[src/rtl/instr_fetch_pkg.sv]
// Shared constants, fetch-entry payload and buffer state encoding for the fetch stage.
package instr_fetch_pkg;

    localparam int unsigned XLEN        = 32;
    localparam int unsigned ROM_COL_MAX = 64;
    localparam logic [XLEN-1:0] DEF_RESET_PC   = 32'h0000_0000;
    localparam logic [XLEN-1:0] DEF_NOP_INSTR  = 32'h0000_0013;
    localparam logic [XLEN-1:0] DEF_IMEM_BYTES = XLEN'(4 * ROM_COL_MAX);

    typedef struct packed {
        logic [XLEN-1:0] pc;
        logic [XLEN-1:0] instr;
        logic            oob;
    } fetch_entry_t;

    localparam int unsigned ENTRY_W = $bits(fetch_entry_t);

    typedef enum logic [1:0] {
        EMPTY = 2'd0,
        ONE   = 2'd1,
        FULL  = 2'd2
    } buf_state_t;

    // Word-align a byte address by clearing the two low bits.
    function automatic logic [XLEN-1:0] align_pc(input logic [XLEN-1:0] addr);
        return {addr[XLEN-1:2], 2'b00};
    endfunction

endpackage

[src/rtl/instr_fetch_fetch_buf.sv]
// Two-entry valid/ready FIFO holding fetched {pc, instr, oob} entries; head drives the outputs.
module fetch_buf
    import instr_fetch_pkg::*;
(
    input  logic         clk,
    input  logic         rst_n,
    input  logic         flush,
    input  logic         in_valid,
    output logic         in_ready_c,
    input  fetch_entry_t in_data,
    output logic         out_valid,
    input  logic         out_ready,
    output fetch_entry_t out_data
);

    buf_state_t   state;
    buf_state_t   state_next;
    fetch_entry_t tail;
    logic         pop_c;
    logic         push_c;

    assign pop_c      = out_valid & out_ready;
    assign in_ready_c = (state != FULL) | pop_c;
    assign push_c     = in_valid & in_ready_c & ~flush;

    always_ff @(posedge clk or negedge rst_n) begin
        if (!rst_n) begin
            state     <= EMPTY;
            out_valid <= 1'b0;
        end else begin
            state     <= state_next;
            out_valid <= (state_next != EMPTY);
        end
    end

    // Occupancy follows count' = count + push - pop; flush empties from any state.
    always_comb begin
        state_next = state;
        case (state)
            EMPTY: if (push_c) state_next = ONE;
            ONE: begin
                if (push_c && !pop_c)      state_next = FULL;
                else if (!push_c && pop_c) state_next = EMPTY;
            end
            FULL:    if (pop_c && !push_c) state_next = ONE;
            default: state_next = EMPTY;
        endcase
        if (flush) state_next = EMPTY;
    end

    // Head takes new data when it would otherwise be empty, else advances from tail.
    always_ff @(posedge clk or negedge rst_n) begin
        if (!rst_n) begin
            out_data <= '0;
            tail     <= '0;
        end else begin
            if (push_c && (state == EMPTY || (state == ONE && pop_c))) begin
                out_data <= in_data;
            end else if (pop_c && state == FULL) begin
                out_data <= tail;
            end
            if (push_c && ((state == ONE && !pop_c) || state == FULL)) begin
                tail <= in_data;
            end
        end
    end

endmodule

[src/rtl/instr_fetch.sv]
// PC register and fetch stage in front of a combinational instruction ROM, with redirect/flush.
module instr_fetch
    import instr_fetch_pkg::*;
#(
    parameter logic [31:0] RESET_PC   = DEF_RESET_PC,
    parameter logic [31:0] IMEM_BYTES = DEF_IMEM_BYTES,
    parameter logic [31:0] NOP_INSTR  = DEF_NOP_INSTR
) (
    input  logic        clk,
    input  logic        rst_n,
    output logic [31:0] imem_addr,
    input  logic [31:0] imem_data,
    input  logic        redirect_valid,
    input  logic [31:0] redirect_pc,
    output logic        out_valid,
    input  logic        out_ready,
    output logic [31:0] out_pc,
    output logic [31:0] out_instr,
    output logic        out_oob
);

    logic [31:0]  pc;
    logic         inr_c;
    logic         buf_ready_c;
    logic         push_c;
    fetch_entry_t entry_c;
    fetch_entry_t head;

    assign imem_addr = pc;
    assign inr_c     = (pc < IMEM_BYTES);
    assign push_c    = ~redirect_valid & buf_ready_c;

    // Out-of-range fetches are replaced by a NOP and flagged.
    always_comb begin
        entry_c       = '0;
        entry_c.pc    = pc;
        entry_c.instr = inr_c ? imem_data : NOP_INSTR;
        entry_c.oob   = ~inr_c;
    end

    always_ff @(posedge clk or negedge rst_n) begin
        if (!rst_n) begin
            pc <= RESET_PC;
        end else if (redirect_valid) begin
            pc <= align_pc(redirect_pc);
        end else if (push_c) begin
            pc <= pc + 32'd4;
        end
    end

    fetch_buf u_buf (
        .clk        (clk),
        .rst_n      (rst_n),
        .flush      (redirect_valid),
        .in_valid   (~redirect_valid),
        .in_ready_c (buf_ready_c),
        .in_data    (entry_c),
        .out_valid  (out_valid),
        .out_ready  (out_ready),
        .out_data   (head)
    );

    assign out_pc    = head.pc;
    assign out_instr = head.instr;
    assign out_oob   = head.oob;

endmodule

[config.mk]
export PLATFORM = sky130hd
export DESIGN_NAME = instr_fetch
export DESIGN_NICKNAME = d
export VERILOG_FILES = /design/src/rtl/instr_fetch_pkg.sv /design/src/rtl/instr_fetch_fetch_buf.sv /design/src/rtl/instr_fetch.sv
export SDC_FILE = /design/constraint.sdc
export NUM_CORES = 1
export LEC_CHECK = 0
export CELL_PAD_IN_SITES_DETAIL_PLACEMENT = 1
export CELL_PAD_IN_SITES_GLOBAL_PLACEMENT = 2
export CORE_MARGIN = 3
export CORE_UTILIZATION = 35
export CTS_BUF_LIST = sky130_fd_sc_hd__clkbuf_4
export DETAILED_ROUTE_END_ITERATION = 8
export GPL_ROUTABILITY_DRIVEN = 0
export PLACE_DENSITY = 0.89
export SETUP_SLACK_MARGIN = 0.05
export SYNTH_ARGS = -nofsm -noshare
export SYNTH_HDL_FRONTEND = slang
export SYNTH_HIERARCHICAL = 1
export SYNTH_SLANG_ARGS = --single-unit
[constraint.sdc]
create_clock -name clk -period 2.35 [get_ports clk]
set_input_delay 0.47 -clock clk [delete_from_list [all_inputs] [get_ports clk]]
set_output_delay 0.47 -clock clk [all_outputs]
set_load 0.02 [all_outputs]
==> impl_metrics.prom, run 1 <==
# TYPE chip_impl_metric gauge
chip_impl_info{name="outcome",value="complete, no violations"} 1
chip_impl_metric{name="insertion_delay",unit="ns"} 0.55
chip_impl_metric{name="overall_power_of_the_completed_layout",unit="mW"} 7.094
chip_impl_metric{name="design.final.nets",unit=""} 868
chip_impl_metric{name="die_width",unit="microns"} 155.8
chip_impl_metric{name="finalNonFillerCells",unit=""} 1093
chip_impl_metric{name="post_route_antenna_net_violation_count",unit=""} 0
chip_impl_metric{name="power_per_cell_area",unit="nW/um^2"} 701.9
chip_impl_info{name="timing.setup.critical_path_class",value="register to output port"} 1
chip_impl_metric{name="drt-total-wl",unit="microns"} 20230
chip_impl_metric{name="fp.dieH",unit="microns"} 155.8
chip_impl_metric{name="post-route-drc-count",unit=""} 0
chip_impl_info{name="cp_top_family",value="buffers and inverters"} 1
chip_impl_metric{name="synth_warnings",unit=""} 6
chip_impl_metric{name="grt_usage",unit="%"} 17.22
chip_impl_metric{name="design.core.area",unit="sq um"} 21960
chip_impl_metric{name="drt-wirelength-per-cell",unit="microns"} 18.50
chip_impl_metric{name="worst_slew_margin_rel",unit="%"} 65.31
chip_impl_metric{name="timing.critical_path.slowest_cell_delay",unit="ns"} 0.66
chip_impl_metric{name="layout.area.seq",unit="sq um"} 4091
chip_impl_metric{name="tritoncts_num_sinks",unit=""} 163
chip_impl_metric{name="route.vias.total",unit=""} 5550
chip_impl_metric{name="layout_setup_ws",unit="ns"} 0.1635
chip_impl_metric{name="placedCellCount",unit=""} 1059
chip_impl_metric{name="finalCritPeriodShare",unit="%"} 93.04
chip_impl_metric{name="wire_length_of_the_first_global_routing_pass",unit="microns"} 33230
chip_impl_metric{name="drt_first_iter_violations",unit=""} 242
chip_impl_metric{name="final_core_utilization",unit="%"} 46.02
chip_impl_info{name="hold_path_class",value="input pin to async pin"} 1
chip_impl_metric{name="leakage",unit="nW"} 4.850
chip_impl_info{name="worst_setup_path_start_kind",value="register"} 1
chip_impl_info{name="most_used_flip_flop_cell_after_synthesis",value="dfrtp_1"} 1
chip_impl_metric{name="cts.reportedPaths.clkPinSlew",unit="ns"} 0.15
chip_impl_metric{name="layout-drive-gt1-share",unit="%"} 20.69
chip_impl_metric{name="maxClockFrequency",unit="MHz"} 457.4
chip_impl_metric{name="top_level_ports",unit=""} 166
chip_impl_metric{name="buffers_inserted_during_post_cts_setup_optimization",unit=""} 0
chip_impl_metric{name="ys_seq_area_share",unit="%"} 51.95
chip_impl_metric{name="synthArstFlopShare",unit="%"} 100.0
chip_impl_metric{name="port_buffers",unit=""} 161
chip_impl_metric{name="drv.max_cap_violation_count",unit=""} 0
chip_impl_metric{name="timing_worst_slew_pin_value",unit="ns"} 0.5185
chip_impl_metric{name="cts-root-to-sink-buffers",unit=""} 2
chip_impl_metric{name="number_of_enable_flip_flop_cells_after_synthesis",unit=""} 0
chip_impl_info{name="cts_tree",value="yes"} 1
chip_impl_metric{name="finalSetupViolations",unit=""} 0
chip_impl_metric{name="timing.critical_path.buf_inv",unit=""} 1
chip_impl_metric{name="timing.critical_path.arrival",unit="ns"} 1.72
chip_impl_metric{name="floorplan.initialDensity",unit="%"} 35.75
chip_impl_metric{name="detailedRoute.firstPassIterationCount",unit=""} 4
chip_impl_metric{name="cts-htree-levels",unit=""} 4
chip_impl_metric{name="final.min_clock_period",unit="ns"} 2.186
chip_impl_metric{name="globalRoute.totalOverflow",unit=""} 0
chip_impl_info{name="rsz0062_at_grt",value="no"} 1
chip_impl_metric{name="synth.distinct_cells",unit=""} 45
chip_impl_metric{name="grt_max_degree",unit=""} 55
chip_impl_info{name="mostFrequentLayoutCells",value="dfrtp_1 (153), clkdlybuf4s50_1 (153), a22o_1 (65), a21o_1 (65), mux2_4 (50)"} 1
chip_impl_info{name="root_buffer",value="clkbuf_4"} 1
chip_impl_metric{name="dpl.hpwl",unit="microns"} 14300
chip_impl_metric{name="synth.avg_cell_area",unit="sq um"} 12.31
chip_impl_metric{name="synth_cells",unit=""} 638
chip_impl_info{name="worstPathCellList",value="clkdlybuf4s50_1"} 1
chip_impl_info{name="critical-path-slowest-cell",value="clkdlybuf4s50_1"} 1
chip_impl_metric{name="pre_cts_slack",unit="ns"} -0.2209
chip_impl_metric{name="syn_area",unit="sq um"} 7851
chip_impl_metric{name="slew_viol_final",unit=""} 0
chip_impl_info{name="end_kind",value="output port"} 1
chip_impl_metric{name="worstPathMaxFanout",unit=""} 6
chip_impl_metric{name="via_per_inst",unit=""} 5.078
chip_impl_metric{name="synth-seq-cells",unit=""} 163
chip_impl_metric{name="timing.final.hold_violations",unit=""} 0
chip_impl_metric{name="first_global_vias",unit=""} 5986
chip_impl_metric{name="die_area",unit="sq um"} 24270
chip_impl_metric{name="area_growth",unit="%"} 28.72
chip_impl_metric{name="final.fill_count",unit=""} 2313
chip_impl_metric{name="tritoncts.num_buffers",unit=""} 17
chip_impl_metric{name="area_occupied_by_multi_input_gates",unit="sq um"} 3266
chip_impl_metric{name="grt_antenna_before_repair",unit=""} 1
chip_impl_metric{name="vdd_ir_drop_max",unit="mV"} 0.2335
chip_impl_metric{name="rows",unit=""} 54
chip_impl_metric{name="timing.critical_path.required",unit="ns"} 1.88
chip_impl_metric{name="fin_skew",unit="ns"} 0.02105
==> path summary, 6_finish.rpt <==
path	from	endpoint	slack, ns	cells past startpoint
hold reg to reg	u_buf/out_data[44]	u_buf/out_data[44]	0.49	1
setup reg to reg	imem_addr[15]	u_buf/out_data[20]	0.25	8
hold / removal	rst_n	u_buf/out_data[8]	0.42	2
min in group clk	redirect_pc[28]	imem_addr[28]	0.46	3
setup / recovery	imem_addr[29]	imem_addr[29]	0.16	1
max in group asynchronous	rst_n	imem_addr[2]	1.20	3
==> what timing repair did <==
item                                    4_1_cts  5_1_grt
hold buffers                                  1        0
pin swaps                                     0        0
resized for setup                             8        9
endpoints found under the hold margin        48        0
endpoints found under the setup margin        8        9
==> flip-flops by register name, indices dropped and copies added, names as in the netlist <==
name,count
u_buf/out_data,65
u_buf/out_valid,1
imem_addr,30
u_buf/tail,65
u_buf/state,2
==> synthesized netlist by cell type (all sizes together), types with 7 or more instances <==
cell type,instances,area [sq um]
and2,29,181.4
nand4,14,102.6
nor2,10,45.04
clkbuf,14,53.80
mux2,67,942.2
nand3,12,60.06
buf,59,469.2
xor2,19,166.4
nor4,8,65.06
xnor2,7,61.31
dfrtp,163,4079
a21o,65,488.0
a22o,65,569.3
o21ai,30,150.1
nand2,35,133.9
==> routing by layer <==
| metal | wire length (microns) | vias up | part of all wire (%) | GRT usage [%] |
|---|---|---|---|---|
| met4 | 208 | 0 | 1.0 | 5.257 |
| met2 | 9789 | 128 | 48 | 28.45 |
| li1 | - | 2586 | - | - |
| met5 | 0 | - | 0 | 0 |
| met3 | 656 | 14 | 3.2 | 2.580 |
| met1 | 9570 | 2822 | 47 | 23.56 |
==> area by class of cell <==
cell class,instances,area share [%]
timing repair buffer,210,20.68
antenna,1,0.02476
multi-input combinational,402,32.31
inverter,5,0.1857
clock inverter,14,1.510
tap,280,3.467
clock buffer,18,1.337
sequential,163,40.49
==> per-stage QoR <==
| step | setup TNS, ns | hold slack, ns | cell area (sq um) |
|---|---|---|---|
| 3_5_place_dp | -2.037 | 0.4643 | 9787 |
| 2_1_floorplan | 0 | 0.1744 | 7870 |
| 3_3_place_gp | -1.375 | 0.4573 | 9787 |
| 5_1_grt | 0 | 0.4005 | 10110 |
| 6_report | 0 | 0.4191 | 10110 |
| 4_1_cts | 0 | 0.3856 | 10090 |
==> report_power, final <==
part	internal [mW]	switching, mW
clock	0.655	1.04
combinational	1.01	0.813
sequential	3.25	0.324
==> cell families (layout without fill, tap and decap cells) <==
family / Yosys count / count (layout) / synth area share [%]
muxes: 69 / 69 / 12.25
buffers and inverters: 78 / 247 / 6.900
and+or+nand+nor: 130 / 130 / 9.514
xor gates and xnor gates: 26 / 26 / 2.900
DFF: 163 / 163 / 51.95
AOI/OAI and AO/OA: 170 / 170 / 16.27
adders and majority gates: 1 / 1 / 0.1593
other: 1 / 7 / 0.04776
Note: power is estimated with default switching activity, not from simulation.
==> run 2, diff against run 1 <==
--- a/config.mk
+++ b/config.mk
@@ -5,6 +5,7 @@
 export SDC_FILE = /design/constraint.sdc
 export NUM_CORES = 1
 export LEC_CHECK = 0
+export CAP_MARGIN = 25
 export CELL_PAD_IN_SITES_DETAIL_PLACEMENT = 1
 export CELL_PAD_IN_SITES_GLOBAL_PLACEMENT = 2
 export CORE_MARGIN = 3
==> results of run 2 <==
No change in the layout: final DEF, timing and power equal those of run 1.
